[config.mk]
export PLATFORM = sky130hd
export DESIGN_NAME = ad9228_capture_ctrl_flat
export DESIGN_NICKNAME = d
export VERILOG_FILES = /design/src/rtl/ad9228_pkg.sv /design/src/rtl/ad9228_capture_ctrl_if.sv /design/src/rtl/ad9228_capture_ctrl_rr_arbiter.sv /design/src/rtl/ad9228_capture_ctrl.sv /design/src/flat_wrapper.sv
export SDC_FILE = /design/constraint.sdc
export NUM_CORES = 1
export LEC_CHECK = 0
export ABC_AREA = 1
export BUFFER_PORTS_ARGS = -buffer_cell sky130_fd_sc_hd__buf_4
export CAP_MARGIN = 30
export CORE_MARGIN = 1.5
export CORE_UTILIZATION = 61
export DETAILED_ROUTE_END_ITERATION = 12
export PLACE_DENSITY = 0.85
export SETUP_SLACK_MARGIN = 0.05
export SYNTH_ARGS = -nofsm -noshare
export SYNTH_HDL_FRONTEND = slang
export SYNTH_SLANG_ARGS = --single-unit
[constraint.sdc]
create_clock -name clk -period 7.61 [get_ports clk]
set_clock_uncertainty 0.1 [all_clocks]
set_input_delay 1.522 -clock clk [delete_from_list [all_inputs] [get_ports clk]]
set_output_delay 1.522 -clock clk [all_outputs]
set_load 0.02 [all_outputs]
[src/rtl/ad9228_pkg.sv]
// Shared types and default sizing for the AD9228 capture controller slice.
package ad9228_pkg;

    localparam int NUM_CH_DEF         = 4;
    localparam int DATA_WIDTH_DEF     = 12;
    localparam int NUM_READS_BITS_DEF = 16;

    typedef enum logic [1:0] {
        IDLE    = 2'd0,
        ARM     = 2'd1,
        CAPTURE = 2'd2,
        DRAIN   = 2'd3
    } cap_state_t;

    // Width of a channel index; never zero so a single-channel build still has a port.
    function automatic int ch_bits(input int n);
        return (n > 1) ? $clog2(n) : 1;
    endfunction

endpackage

[src/rtl/ad9228_capture_ctrl_if.sv]
// Output sample stream of the capture controller (valid/ready with channel tag and last flag).
interface ad9228_capture_ctrl_if #(
    parameter int NUM_CH     = 4,
    parameter int DATA_WIDTH = 12
);
    import ad9228_pkg::*;

    localparam int CH_W = ch_bits(NUM_CH);

    logic [DATA_WIDTH-1:0] m_data;
    logic [CH_W-1:0]       m_ch;
    logic                  m_valid;
    logic                  m_ready;
    logic                  m_last;

    modport master (output m_data, m_ch, m_valid, m_last, input m_ready);
    modport slave  (input m_data, m_ch, m_valid, m_last, output m_ready);

endinterface

[src/rtl/ad9228_capture_ctrl_rr_arbiter.sv]
// Round-robin arbiter: one-hot grant among requesters, highest priority starts at ptr.
module rr_arbiter
    import ad9228_pkg::*;
#(
    parameter int N = 4
) (
    input  logic         clk,
    input  logic         rstn,
    input  logic         clr,
    input  logic [N-1:0] req,
    output logic [N-1:0] grant
);

    localparam int PW = ch_bits(N);

    logic [PW-1:0] ptr;
    logic [PW-1:0] ptr_nxt;

    // Pick the first requester at or after ptr, wrapping around.
    // NOTE: every combinational output gets a default before any branch, so no latch is inferred.
    always_comb begin
        grant = '0;
        for (int k = N - 1; k >= 0; k--) begin
            if (req[(int'(ptr) + k) % N]) begin
                grant = '0;
                grant[(int'(ptr) + k) % N] = 1'b1;
            end
        end
    end

    // Next pointer: the channel just after the granted one.
    always_comb begin
        ptr_nxt = ptr;
        for (int i = 0; i < N; i++) begin
            if (grant[i]) ptr_nxt = PW'((i + 1) % N);
        end
    end

    // Pointer register: back to channel 0 on reset or a new capture.
    // NOTE: sequential state uses non-blocking assignments so all flops update from pre-edge values.
    always_ff @(posedge clk or negedge rstn) begin
        if (!rstn)     ptr <= '0;
        else if (clr)  ptr <= '0;
        else           ptr <= ptr_nxt;
    end

endmodule

[src/rtl/ad9228_capture_ctrl.sv]
// Capture controller: gathers per-channel deserializer words for a requested number of
// frames, buffers one word per channel and serialises them round-robin onto a stream.
module ad9228_capture_ctrl
    import ad9228_pkg::*;
#(
    parameter int NUM_CH         = NUM_CH_DEF,
    parameter int DATA_WIDTH     = DATA_WIDTH_DEF,
    parameter int NUM_READS_BITS = NUM_READS_BITS_DEF
) (
    input  logic                                clk,
    input  logic                                rstn,
    input  logic                                start,
    input  logic                                abort,
    input  logic [NUM_READS_BITS-1:0]           num_reads,
    input  logic [NUM_CH-1:0][DATA_WIDTH-1:0]   ch_data,
    input  logic [NUM_CH-1:0]                   ch_valid,
    ad9228_capture_ctrl_if.master               m,
    output logic                                busy,
    output logic                                done,
    output logic                                overflow
);

    localparam int CH_W = ch_bits(NUM_CH);

    cap_state_t                state;
    logic [1:0]                rst_sync;
    logic [NUM_READS_BITS-1:0] reads_q;
    logic [NUM_READS_BITS-1:0] frame_cnt;
    logic [NUM_READS_BITS-1:0] frame_nxt;
    logic [NUM_CH-1:0]         buf_full;
    logic [DATA_WIDTH-1:0]     buf_data [NUM_CH];
    logic [NUM_CH-1:0]         accept;
    logic [NUM_CH-1:0]         arb_req;
    logic [NUM_CH-1:0]         grant;
    logic [CH_W-1:0]           grant_idx;
    logic                      start_acc;
    logic                      last_frame;
    logic                      drop;
    logic                      out_load;
    logic                      out_valid;
    logic                      out_last;
    logic [DATA_WIDTH-1:0]     out_data;
    logic [CH_W-1:0]           out_ch;

    assign start_acc  = (state == IDLE) && start && !abort && rst_sync[1];
    assign frame_nxt  = frame_cnt + NUM_READS_BITS'(1);
    assign last_frame = (frame_nxt == reads_q);
    assign out_load   = !out_valid || m.m_ready;
    assign arb_req    = (out_load && !abort) ? buf_full : '0;
    assign drop       = |(accept & buf_full & ~grant);

    // Which channel pulses are taken this cycle: ARM waits for channel 0, CAPTURE takes all.
    always_comb begin
        accept = '0;
        if (!abort) begin
            if (state == ARM && ch_valid[0]) accept = ch_valid;
            else if (state == CAPTURE)       accept = ch_valid;
        end
    end

    // Encode the one-hot grant into a channel number.
    always_comb begin
        grant_idx = '0;
        for (int i = 0; i < NUM_CH; i++) begin
            if (grant[i]) grant_idx = CH_W'(i);
        end
    end

    rr_arbiter #(.N(NUM_CH)) u_arb (
        .clk   (clk),
        .rstn  (rstn),
        .clr   (start_acc),
        .req   (arb_req),
        .grant (grant)
    );

    // Reset release is re-timed to clk; IDLE will not accept start until it has propagated.
    always_ff @(posedge clk or negedge rstn) begin
        if (!rstn) rst_sync <= '0;
        else       rst_sync <= {rst_sync[0], 1'b1};
    end

    // Capture FSM with registered busy/done/overflow status.
    always_ff @(posedge clk or negedge rstn) begin
        if (!rstn) begin
            state     <= IDLE;
            reads_q   <= '0;
            frame_cnt <= '0;
            busy      <= 1'b0;
            done      <= 1'b0;
            overflow  <= 1'b0;
        end else begin
            done <= 1'b0;
            if (drop) overflow <= 1'b1;
            if (abort) begin
                state <= IDLE;
                busy  <= 1'b0;
            end else begin
                case (state)
                    IDLE: if (start_acc) begin
                        reads_q   <= num_reads;
                        frame_cnt <= '0;
                        overflow  <= 1'b0;
                        if (num_reads == '0) begin
                            done <= 1'b1;
                        end else begin
                            state <= ARM;
                            busy  <= 1'b1;
                        end
                    end
                    ARM, CAPTURE: if (ch_valid[0]) begin
                        frame_cnt <= frame_nxt;
                        state     <= last_frame ? DRAIN : CAPTURE;
                    end
                    DRAIN: if (buf_full == '0 && !out_valid) begin
                        state <= IDLE;
                        busy  <= 1'b0;
                        done  <= 1'b1;
                    end
                    default: state <= IDLE;
                endcase
            end
        end
    end

    // Holding-buffer occupancy: granted entries free, accepted words fill (a drop keeps the old word).
    always_ff @(posedge clk or negedge rstn) begin
        if (!rstn)      buf_full <= '0;
        else if (abort) buf_full <= '0;
        else            buf_full <= (buf_full & ~grant) | accept;
    end

    // Holding-buffer payload, written only when the word is actually kept.
    // NOTE: data storage has no reset; the full flags alone decide whether a word is meaningful.
    always_ff @(posedge clk) begin
        for (int i = 0; i < NUM_CH; i++) begin
            if (accept[i] && (!buf_full[i] || grant[i])) buf_data[i] <= ch_data[i];
        end
    end

    // Output register: reloads when empty or when the current beat is taken.
    always_ff @(posedge clk or negedge rstn) begin
        if (!rstn) begin
            out_valid <= 1'b0;
            out_last  <= 1'b0;
            out_data  <= '0;
            out_ch    <= '0;
        end else if (abort) begin
            out_valid <= 1'b0;
            out_last  <= 1'b0;
        end else if (out_load) begin
            out_valid <= |grant;
            out_last  <= 1'b0;
            if (|grant) begin
                out_data <= buf_data[grant_idx];
                out_ch   <= grant_idx;
                out_last <= (state == DRAIN) && ((buf_full & ~grant) == '0);
            end
        end
    end

    assign m.m_valid = out_valid;
    assign m.m_last  = out_last;
    assign m.m_data  = out_data;
    assign m.m_ch    = out_ch;

endmodule

[src/flat_wrapper.sv]
// flat-port wrapper written by rule: the top's interface ports become plain ports
module ad9228_capture_ctrl_flat import ad9228_pkg::*;
#(
    parameter int NUM_CH         = NUM_CH_DEF,
    parameter int DATA_WIDTH     = DATA_WIDTH_DEF,
    parameter int NUM_READS_BITS = NUM_READS_BITS_DEF
)
  (clk, rstn, start, abort, num_reads, ch_data, ch_valid, busy, done, overflow, m_m_data, m_m_ch, m_m_valid, m_m_last, m_m_ready);
  ad9228_capture_ctrl_if #(.NUM_CH(NUM_CH), .DATA_WIDTH(DATA_WIDTH)) m_i ();
  input  logic clk;
  input  logic rstn;
  input  logic start;
  input  logic abort;
  input  logic [NUM_READS_BITS-1:0] num_reads;
  input  logic [NUM_CH-1:0][DATA_WIDTH-1:0] ch_data;
  input  logic [NUM_CH-1:0] ch_valid;
  output logic busy;
  output logic done;
  output logic overflow;
  output wire logic [$bits(m_i.m_data)-1:0] m_m_data;
  output wire logic [$bits(m_i.m_ch)-1:0] m_m_ch;
  output wire logic [$bits(m_i.m_valid)-1:0] m_m_valid;
  output wire logic [$bits(m_i.m_last)-1:0] m_m_last;
  input wire logic [$bits(m_i.m_ready)-1:0] m_m_ready;
  assign m_m_data = m_i.m_data;
  assign m_m_ch = m_i.m_ch;
  assign m_m_valid = m_i.m_valid;
  assign m_m_last = m_i.m_last;
  assign m_i.m_ready = m_m_ready;
  ad9228_capture_ctrl #(.NUM_CH(NUM_CH), .DATA_WIDTH(DATA_WIDTH), .NUM_READS_BITS(NUM_READS_BITS)) u_core (.clk(clk), .rstn(rstn), .start(start), .abort(abort), .num_reads(num_reads), .ch_data(ch_data), .ch_valid(ch_valid), .m(m_i), .busy(busy), .done(done), .overflow(overflow));
endmodule
* After elaboration in Yosys (flattened, before gate mapping)
Memories as Yosys holds them, arrays and structs flattened. A register that Yosys moved wholly into a read port is not among the register bits. Cells that the tools add are included. Widths: inputs -> output; s select.
Word-level totals: bits in registers 49, bits in writable memories 48, input bits 73, word-level logic and storage cells 163, memories kept 1
Memories:
- u_core.buf_data | words 4, bits a word 12, read ports 1, clocked after Yosys merged registers in 1, write ports 4, line ad9228_capture_ctrl.sv:31 | logic [DATA_WIDTH-1:0] buf_data [NUM_CH];
Cells by class: $add $sub $neg 4, magnitude comparators 8, equality and inequality tests 10, mux-type cells 73, bitwise logic cells 9, reduce and logical (&&, ||, !) cells 46
Operators by type and width (count):
- $mux 1 | 38
- $mux 4 | 9
- $mux 16 | 2
- $pmux 16 s2 | 1
- $mux 2 | 12
- $add 16x1->16 const B | 1
- $eq 16x16->1 | 1
- $logic_not 16->1 | 1
- $logic_and 1x1->1 | 15
- $and 4x4->4 | 3
- $lt 3x4->1 const B | 3
- $reduce_and 4->1 | 3
- $ge 3x1->1 const B | 3
- $bmux 1 s2 | 4
- $demux 1 s2 | 4
- $logic_not 4->1 | 2
- $reduce_or 2->1 | 4
- $reduce_or 4->1 | 2
- $logic_not 1->1 | 7
- $ne 3x2->1 const B | 2
- $ne 3x3->1 const B | 2
- $pmux 2 s3 | 1
- $reduce_and 3->1 | 2
- $logic_or 1x1->1 | 5
- 17 further kinds | 23

* Depth between registers and ports, before layout
Gate-level depths: netlist (run 1).
depth in word-level cells 18, mapped depth 18, mapped depth without buffers 17

* Hierarchy
Synthesis (run 1) repeated with hierarchy kept, for this count alone.
Unflattened totals: cell total of the unflattened synthesis 623, area total of the unflattened synthesis 5755.5 um^2
Modules (own cells, without submodules):
- ad9228_capture_ctrl | instances 1, cells an instance 539, area an instance 5195.0 um^2, seq. area each 2917.8 um^2
- rr_arbiter | instances 1, cells an instance 84, area an instance 560.5 um^2, seq. area each 50.0 um^2

* Worst setup path before layout (run 1)
OpenSTA, ideal clock, no wires.
kind input to register, from input m_m_ready, to memory u_core.buf_data[2][0], enable pin, data arrival time 3.044 ns, path slack 4.085 ns, cell stages on the path 11, path buffers 0, cells stage by stage inv_1 > nand2_1 > nand4_1 > nand3_2 > nand2_2 > nand2_1 > inv_1 > nand2_1 > a21oi_2 > nor2_1 > nor2_1
RTL lines:
- start, declared | line flat_wrapper.sv:24 | input wire logic [$bits(m_i.m_ready)-1:0] m_m_ready;
- end, declared | line ad9228_capture_ctrl.sv:31

* Final worst setup path (run 1)
from input m_m_ready, to register u_core.out_valid, in the netlist u_core.m.m_valid
On the way: longest elaborated chain between the ends 13, elaborated cells on any way between the ends 22, classes of those cells mux (18); reduce/logical (4)
Ends and longest elaborated chain:
- $logic_or 1x1->1 * | line ad9228_capture_ctrl.sv:48 | assign out_load = !out_valid || m.m_ready;
- $logic_and 1x1->1 | line ad9228_capture_ctrl.sv:49 | assign arb_req = (out_load && !abort) ? buf_full : '0;
- $mux 4 | line ad9228_capture_ctrl.sv:49
- $bmux 1 s2 | line ad9228_capture_ctrl_rr_arbiter.sv:24 | if (req[(int'(ptr) + k) % N]) begin
- $mux 1 (not written as such) (2 in a row) | line ad9228_capture_ctrl_rr_arbiter.sv:24
- $mux 4 (4 in a row) | line ad9228_capture_ctrl_rr_arbiter.sv:24
- $reduce_or 4->1 | line ad9228_capture_ctrl.sv:152 | out_valid <= |grant;
- $mux 1 | line ad9228_capture_ctrl.sv:151 | end else if (out_load) begin
- $mux 1 | line ad9228_capture_ctrl.sv:148 | end else if (abort) begin
- end signal, assigned | line ad9228_capture_ctrl.sv:152
- end, declared | line ad9228_capture_ctrl.sv:40 | logic out_valid;
Every way passes the cells marked *; elsewhere a longest branch is shown, timed or not. The select of a mux whose other input is x is not followed. A chain may end at the register's enable or synchronous reset.

==> impl_metrics.toml, run 1 <==
[floorplanning]
die_w_um = 99.4
initial_core_util = 0.641
die_height_um = 99.4
rows = 34
coreArea_um2 = 8850
dieArea_um2 = 9880
ios = 92

[timing]
fmaxAchievable_mhz = 257
tightestPinTransition_ns = 0.871
setup_viol = 0
hold_slack_ns = 0.272
tns_ns = 0
finalMaxSlewViolations = 0
slew_headroom = 0.416
finalHoldViolCount = 0
rsz0062_at_grt = "false"
fin_crit_sh = 0.512
period_minus_slack_ns = 3.90

[cts]
clock_sinks = 109
tritoncts = "done"
clkSlewWorstSetupHoldPaths_ns = 0.11
htree_levels = 3
post_cts_buffers = 0
numCtsBuffers = 9
ctsHoldBuffers = 0
root_buffer = "clkbuf_8"
cts_resized = 0
clk-insertion-delay-late_ns = 0.38
clk_path_buf_depth = 2

[worst_hold_path]
hold_depth = 0
hold_start = "u_core.rst_sync[0]"
hold_path_class = "register to register"
worstHoldEndpoint = "u_core.rst_sync[1]"

[routing]
viasPerCell = 5.56
avgRoutedWirePerCell_um = 15.5
routed_wirelength_um = 13600
dr.pass1.iters = 5
drtIter0Drc = 348
drc = 0
vias = 4877
ant_nets = 0

[pwr]
power.total_w = 0.00319
ir_worst_vdd_mv = 0.214
total_leakage_power_nw = 3.24
p_per_area_nw_per_um2 = 480
p_int_w = 0.00158
power_frac_comb = 0.584
clkPwrFrac = 0.123
p_seq_frac = 0.294
swShare = 0.505
p_switching_w = 0.00161

[yosys]
yosysTopAreaCell = "dfrtp_1"
synth_area_leaders = "dfrtp_1 (27%), edfxtp_1 (25%), nand2_1 (14%), inv_1 (5.4%), nor2_1 (4.6%)"
yosysTopAreaCellShare = 0.269
synth_edf_count = 48
synth_seq_area_share = 0.524
synth_fp_nets = 762
syn_inst = 676
yosys_register_bits = 109
synth_area_um2 = 5670
async_flop_share = 0.560
synth.distinct_cells = 42
synth_warnings = 0
syn_area_per_cell_um2 = 8.39
synth_ff_type = "dfrtp_1"

[critical_path]
critical_path_class = "input pin to register"
crit_path_start_kind = "input pin"
crit_path_end_kind = "register"
r2r_end = "u_core.m.m_valid"
worstPathArrival_ns = 4.05
r2r_slack_ns = 4.14
cp_max_fo = 16
critPathLaunch = "m_m_ready"
crit_required_ns = 7.76
r2r_start = "u_core.u_arb.ptr[0]"
r2r_cells = 14

[global_route]
overflow = 0
grt_pass1_vias = 4711
grt_usage = 0.287
grt_pass1_wl_um = 22100
grt_max_degree = 62
antenna_found_initial = 0

[placed_design]
io_buffers = 91
gp_congestion = 0.877
dp_hpwl_um = 9990

[flow_run]
max_cap_violations = 0

[finish]
final_cell_mix = "nand2_1 (206), buf_4 (94), inv_1 (81)"
layout_commonest_cell = "nand2_1"
diodes = 0
area_growth_pct = 17.0
final_layout_size_suffix_gt1_frac = 0.177
fillers = 664
final_nets = 850

[status]
status = "finished clean"
## registers in the layout, indices dropped and copies added (netlist names)
signal	flops
u_core.frame_cnt	16
u_core.buf_full	4
u_core.reads_q	16
u_core.overflow	1
u_core.m.m_last	1
u_core.u_arb.ptr	2
u_core.busy	1
u_core.buf_data	48
u_core.m.m_ch	2
u_core.m.m_data	12
u_core.done	1
u_core.state	2
u_core.m.m_valid	1
u_core.rst_sync	2
## power groups by stage
| stage | sequential (W) | combinational, W | clock (W) |
|---|---|---|---|
| floorplan | 0.000967 | 0.00137 | 0 |
| global placement | 0.000935 | 0.00176 | 0 |
| detailed placement | 0.000941 | 0.00184 | 0 |
| CTS | 0.000930 | 0.00185 | 0.000394 |
| global route | 0.000953 | 0.00209 | 0.000414 |
| finish | 0.000935 | 0.00186 | 0.000391 |
## Yosys cell counts, types with 2 or more instances
library cell,count
nor2_1,70
nand2_1,206
nand2_2,9
a21oi_1,17
nor3_1,6
xor2_1,16
edfxtp_1,48
nand3_2,4
inv_2,4
or2_2,3
nor4_1,3
o21ai_0,27
nand3_1,49
buf_6,3
o22ai_1,11
nand4_1,10
dfrtp_1,61
inv_1,81
nand3b_1,2
ha_1,13
buf_2,9
o21bai_1,2
clkbuf_1,3
## metrics by stage
| step | std cells | area (um^2) | setup WS [ns] | util |
|---|---|---|---|---|
| 3_3_place_gp | 859 | 6390 | 3.42 | 0.723 |
| 2_1_floorplan | 676 | 5670 | 4.09 | - |
| 6_report | 877 | 6630 | 3.71 | 0.750 |
| 3_5_place_dp | 861 | 6410 | 3.38 | 0.724 |
| 5_1_grt | 877 | 6630 | 3.50 | 0.750 |
| 4_1_cts | 877 | 6630 | 3.76 | 0.750 |
## cell families (layout without fill, tap and decap cells)
family,Yosys count,in the layout,share of synthesized area
fa+ha+maj,13,13,0.0287
compound gates,63,63,0.0640
flops,109,109,0.524
other cells,1,1,0.000661
xor+xnor,18,18,0.0302
buf+inv,103,196,0.0748
simple gates,369,369,0.278
## routing by layer
layer,part of all wire,track usage,vias up,routed length (um)
met3,0.058,0.0576,27,793
li1,-,-,2343,-
met2,0.50,0.481,184,6830
met4,0.021,0.0932,0,280
met1,0.42,0.380,2323,5720
met5,0,0,-,0
## worst max path at each step
stage	to	slack (ns)
after floorplan	u_core.buf_data[2][0]	4.09
after global placement	u_core.m.m_valid	3.42
after detailed placement	u_core.m.m_valid	3.38
after CTS	u_core.m.m_valid	3.76
after global routing	u_core.u_arb.ptr[0]	3.50
final	u_core.m.m_valid	3.71
## critical path, cell delays in order
cell	delay, ns
buf_4	0.11
inv_1	0.08
nand2_1	0.13
nand4_1	0.14
nand3_1	0.11
nand2_2	0.16
inv_1	0.07
nand2_1	0.38
nand2_2	0.19
nor2_4	0.36
nand2_2	0.30
inv_2	0.36
o21ai_0	0.14
## cell type report
cell class	instances	area, um^2	area share
clock buffers	9	124	0.0187
clock inverters	7	101	0.0153
inverters	86	323	0.0487
multi-input cells	464	2280	0.343
flip-flops and latches	109	2970	0.447
well taps	108	135	0.0204
repair buffers	94	706	0.106
(Power assumes the default switching activity.)
==> run 2, diff against run 1 <==
--- a/config.mk
+++ b/config.mk
@@ -5,13 +5,13 @@
 export SDC_FILE = /design/constraint.sdc
 export NUM_CORES = 1
 export LEC_CHECK = 0
-export ABC_AREA = 1
+export ABC_AREA = 0
 export BUFFER_PORTS_ARGS = -buffer_cell sky130_fd_sc_hd__buf_4
 export CAP_MARGIN = 30
 export CORE_MARGIN = 1.5
-export CORE_UTILIZATION = 61
+export CORE_UTILIZATION = 56
 export DETAILED_ROUTE_END_ITERATION = 12
-export PLACE_DENSITY = 0.85
+export PLACE_DENSITY = 0.8
 export SETUP_SLACK_MARGIN = 0.05
 export SYNTH_ARGS = -nofsm -noshare
 export SYNTH_HDL_FRONTEND = slang
==> constraint.sdc (replaced) <==
create_clock -name clk -period 3.96 [get_ports clk]
set_clock_uncertainty 0.1 [all_clocks]
set_input_delay 0.792 -clock clk [delete_from_list [all_inputs] [get_ports clk]]
set_output_delay 0.792 -clock clk [all_outputs]
set_load 0.02 [all_outputs]
==> run 2 against run 1 <==
Effect of this change:
- the flow now finishes with violations (design-rule violations)
- largest power group unchanged
- setup slack worse by 3.4 ns
- worst hold slack worse by 0.0019 ns
- count of clock-buffer cells in the layout grew 1
- wire length is 13% lower
- register-to-register slack got worse by 3.8 ns
- critical path depth decreased by 4
- global-route usage is 3.4 points lower
==> impl_metrics.toml, run 2 <==
[status]
status = "complete, but fails checks"
violations = "design-rule violations"

[global_route]
grt_usage = 0.253
overflow = 0
grt_pass1_vias = 3869
grt_max_degree = 62
grt_pass1_wl_um = 19100
antenna_found_initial = 0

[cts]
clock_sinks = 109
root_buffer = "clkbuf_8"
numCtsBuffers = 9
htree_levels = 3
clkSlewWorstSetupHoldPaths_ns = 0.11
clk-insertion-delay-late_ns = 0.38
ctsHoldBuffers = 0
cts_resized = 0
tritoncts = "done"
clk_path_buf_depth = 2
post_cts_buffers = 0

[worst_hold_path]
hold_depth = 0
worstHoldEndpoint = "u_core.rst_sync[1]"
hold_path_class = "register to register"
hold_start = "u_core.rst_sync[0]"

[routing]
drtIter0Drc = 316
dr.pass1.iters = 9
ant_nets = 0
avgRoutedWirePerCell_um = 18.7
viasPerCell = 6.04
routed_wirelength_um = 11900
drc = 1
vias = 3831

[yosys]
synth.distinct_cells = 58
synth_edf_count = 48
synth_area_um2 = 5160
synth_warnings = 0
yosys_register_bits = 109
yosysTopAreaCellShare = 0.296
syn_inst = 427
async_flop_share = 0.560
synth_area_leaders = "dfrtp_1 (30%), edfxtp_1 (28%), mux2_2 (3.5%), ha_1 (3.2%), o21ai_0 (2.9%)"
synth_fp_nets = 513
syn_area_per_cell_um2 = 12.1
synth_seq_area_share = 0.575
yosysMostFrequentCell = "dfrtp_1"
synth_ff_type = "dfrtp_1"
yosys-top-cells-count = "dfrtp_1 (61), edfxtp_1 (48), nand2_1 (34)"
yosysTopAreaCell = "dfrtp_1"

[finish]
fin_cells = 634
fillers = 620
diodes = 0
utilization = 0.699
top_regs = "u_core.buf_data: 48 flops, u_core.frame_cnt: 16 flops, u_core.reads_q: 16 flops"
final_cell_mix = "buf_4 (101), dfrtp_1 (61), edfxtp_1 (48)"
final_layout_size_suffix_gt1_frac = 0.276
final_nets = 607
layout_commonest_cell = "buf_4"
top_register = "u_core.buf_data"
area_growth_pct = 19.3
largest_register_ffs = 48
stdcell_area_um2 = 6160

[floorplanning]
dieArea_um2 = 9800
die_height_um = 99
initial_core_util = 0.586
ios = 92
rows = 34
coreArea_um2 = 8810
die_w_um = 99

[timing]
layout_setup_ws_ns = 0.306
finalHoldViolCount = 0
fmaxAchievable_mhz = 274
period_minus_slack_ns = 3.65
tns_ns = 0
fin_crit_sh = 0.923
setup_viol = 0
rsz0062_at_grt = "false"
tightestPinTransition_ns = 0.892
slew_headroom = 0.405
finalMaxSlewViolations = 0

[critical_path]
r2r_end = "u_core.m.m_last"
crit_path_end_kind = "register"
critical_path_class = "register to register"
cp_max_fo = 15
r2r_slack_ns = 0.31
crit_path_start_kind = "register"
r2r_start = "u_core.u_arb.ptr[0]"
crit_required_ns = 4.14
worstPathArrival_ns = 3.83
r2r_cells = 9

[placed_design]
gp_congestion = 0.837
dp_hpwl_um = 8330
place_area_um2 = 5960
pre_cts_ws_ns = 0.379
dp_cells = 618
io_buffers = 91

[pwr]
p_seq_frac = 0.416
ir_worst_vdd_mv = 0.338
power_frac_comb = 0.420
p_per_area_nw_per_um2 = 666
clkPwrFrac = 0.164
total_leakage_power_nw = 2.55
swShare = 0.382
p_int_w = 0.00253
p_switching_w = 0.00157

[flow_run]
max_cap_violations = 0
## run 2: cell types whose count changed in the layout (fill, tap and decap cells not counted), moves of 12 or more
| cell | delta |
|---|---|
| nand2_1 | -172 |
| inv_1 | -67 |
| nor2_1 | -46 |
| nand3_1 | -39 |
| mux2_2 | +16 |
| a22oi_1 | +14 |
| xnor2_1 | +14 |
| a2bb2oi_1 | +12 |
| o221ai_1 | +12 |
## run 2: worst max path at each step
stage | start | to | slack [ns]
after floorplan | u_core.u_arb.ptr[0] | u_core.buf_data[0][0] | 0.40
after global placement | u_core.u_arb.ptr[0] | u_core.m.m_last | 0.59
after detailed placement | u_core.u_arb.ptr[0] | u_core.m.m_last | 0.38
after CTS | u_core.u_arb.ptr[0] | u_core.m.m_last | 0.34
after global routing | u_core.u_arb.ptr[0] | u_core.m.m_data[9] | 0.15
final | u_core.u_arb.ptr[0] | u_core.m.m_last | 0.31
## run 2: worst max-delay path: stages (launching register included)
cell and delay, ns:
dfrtp_1 0.62, inv_1 0.19, ha_1 0.36, mux4_1 0.62, nand2_1 0.11, o21ai_0 0.08, a222oi_1 0.44, nor3b_4 0.30
nand3_2 0.34, a32o_1 0.40
## run 2: final cells by class
type                            count  area (um^2)  share of cell area
Sequential cell                   109         2970               0.482
Multi-Input combinational cell    286         2050               0.333
Timing Repair Buffer              101          758               0.123
Tap cell                          108          135              0.0219
Clock buffer                       10          128              0.0207
Clock inverter                      6         65.1              0.0106
Inverter                           14         52.6             0.00853
## run 2: through the flow
stage          hold WS (ns)  total power [W]
2_1_floorplan         0.231          0.00291
3_3_place_gp          0.235          0.00334
3_5_place_dp          0.236          0.00345
4_1_cts               0.268          0.00412
5_1_grt               0.271          0.00435
6_report              0.270          0.00410
## run 2: power by group through the flow
stage	Combinational (W)	Sequential, W	Clock [W]
finish	0.00172	0.00171	0.000672
CTS	0.00173	0.00170	0.000684
global route	0.00189	0.00174	0.000725
detailed placement	0.00173	0.00172	0
global placement	0.00163	0.00171	0
floorplan	0.00115	0.00176	0
## run 2: logic make-up (layout without fill, tap and decap cells)
group | after synthesis | in the layout | share of synthesized area
fa+ha+maj | 13 | 13 | 0.0315
buf+inv | 32 | 131 | 0.0286
simple gates | 116 | 116 | 0.117
compound gates | 111 | 111 | 0.151
other cells | 1 | 1 | 0.000727
mux | 24 | 24 | 0.0608
xor+xnor | 21 | 21 | 0.0356
flops | 109 | 109 | 0.575
## run 2: per-layer routing
| layer | part of all wire | track usage |
|---|---|---|
| met1 | 0.41 | 0.312 |
| met2 | 0.52 | 0.456 |
| met3 | 0.056 | 0.0496 |
| met4 | 0.010 | 0.0703 |
| met5 | 0 | 0 |
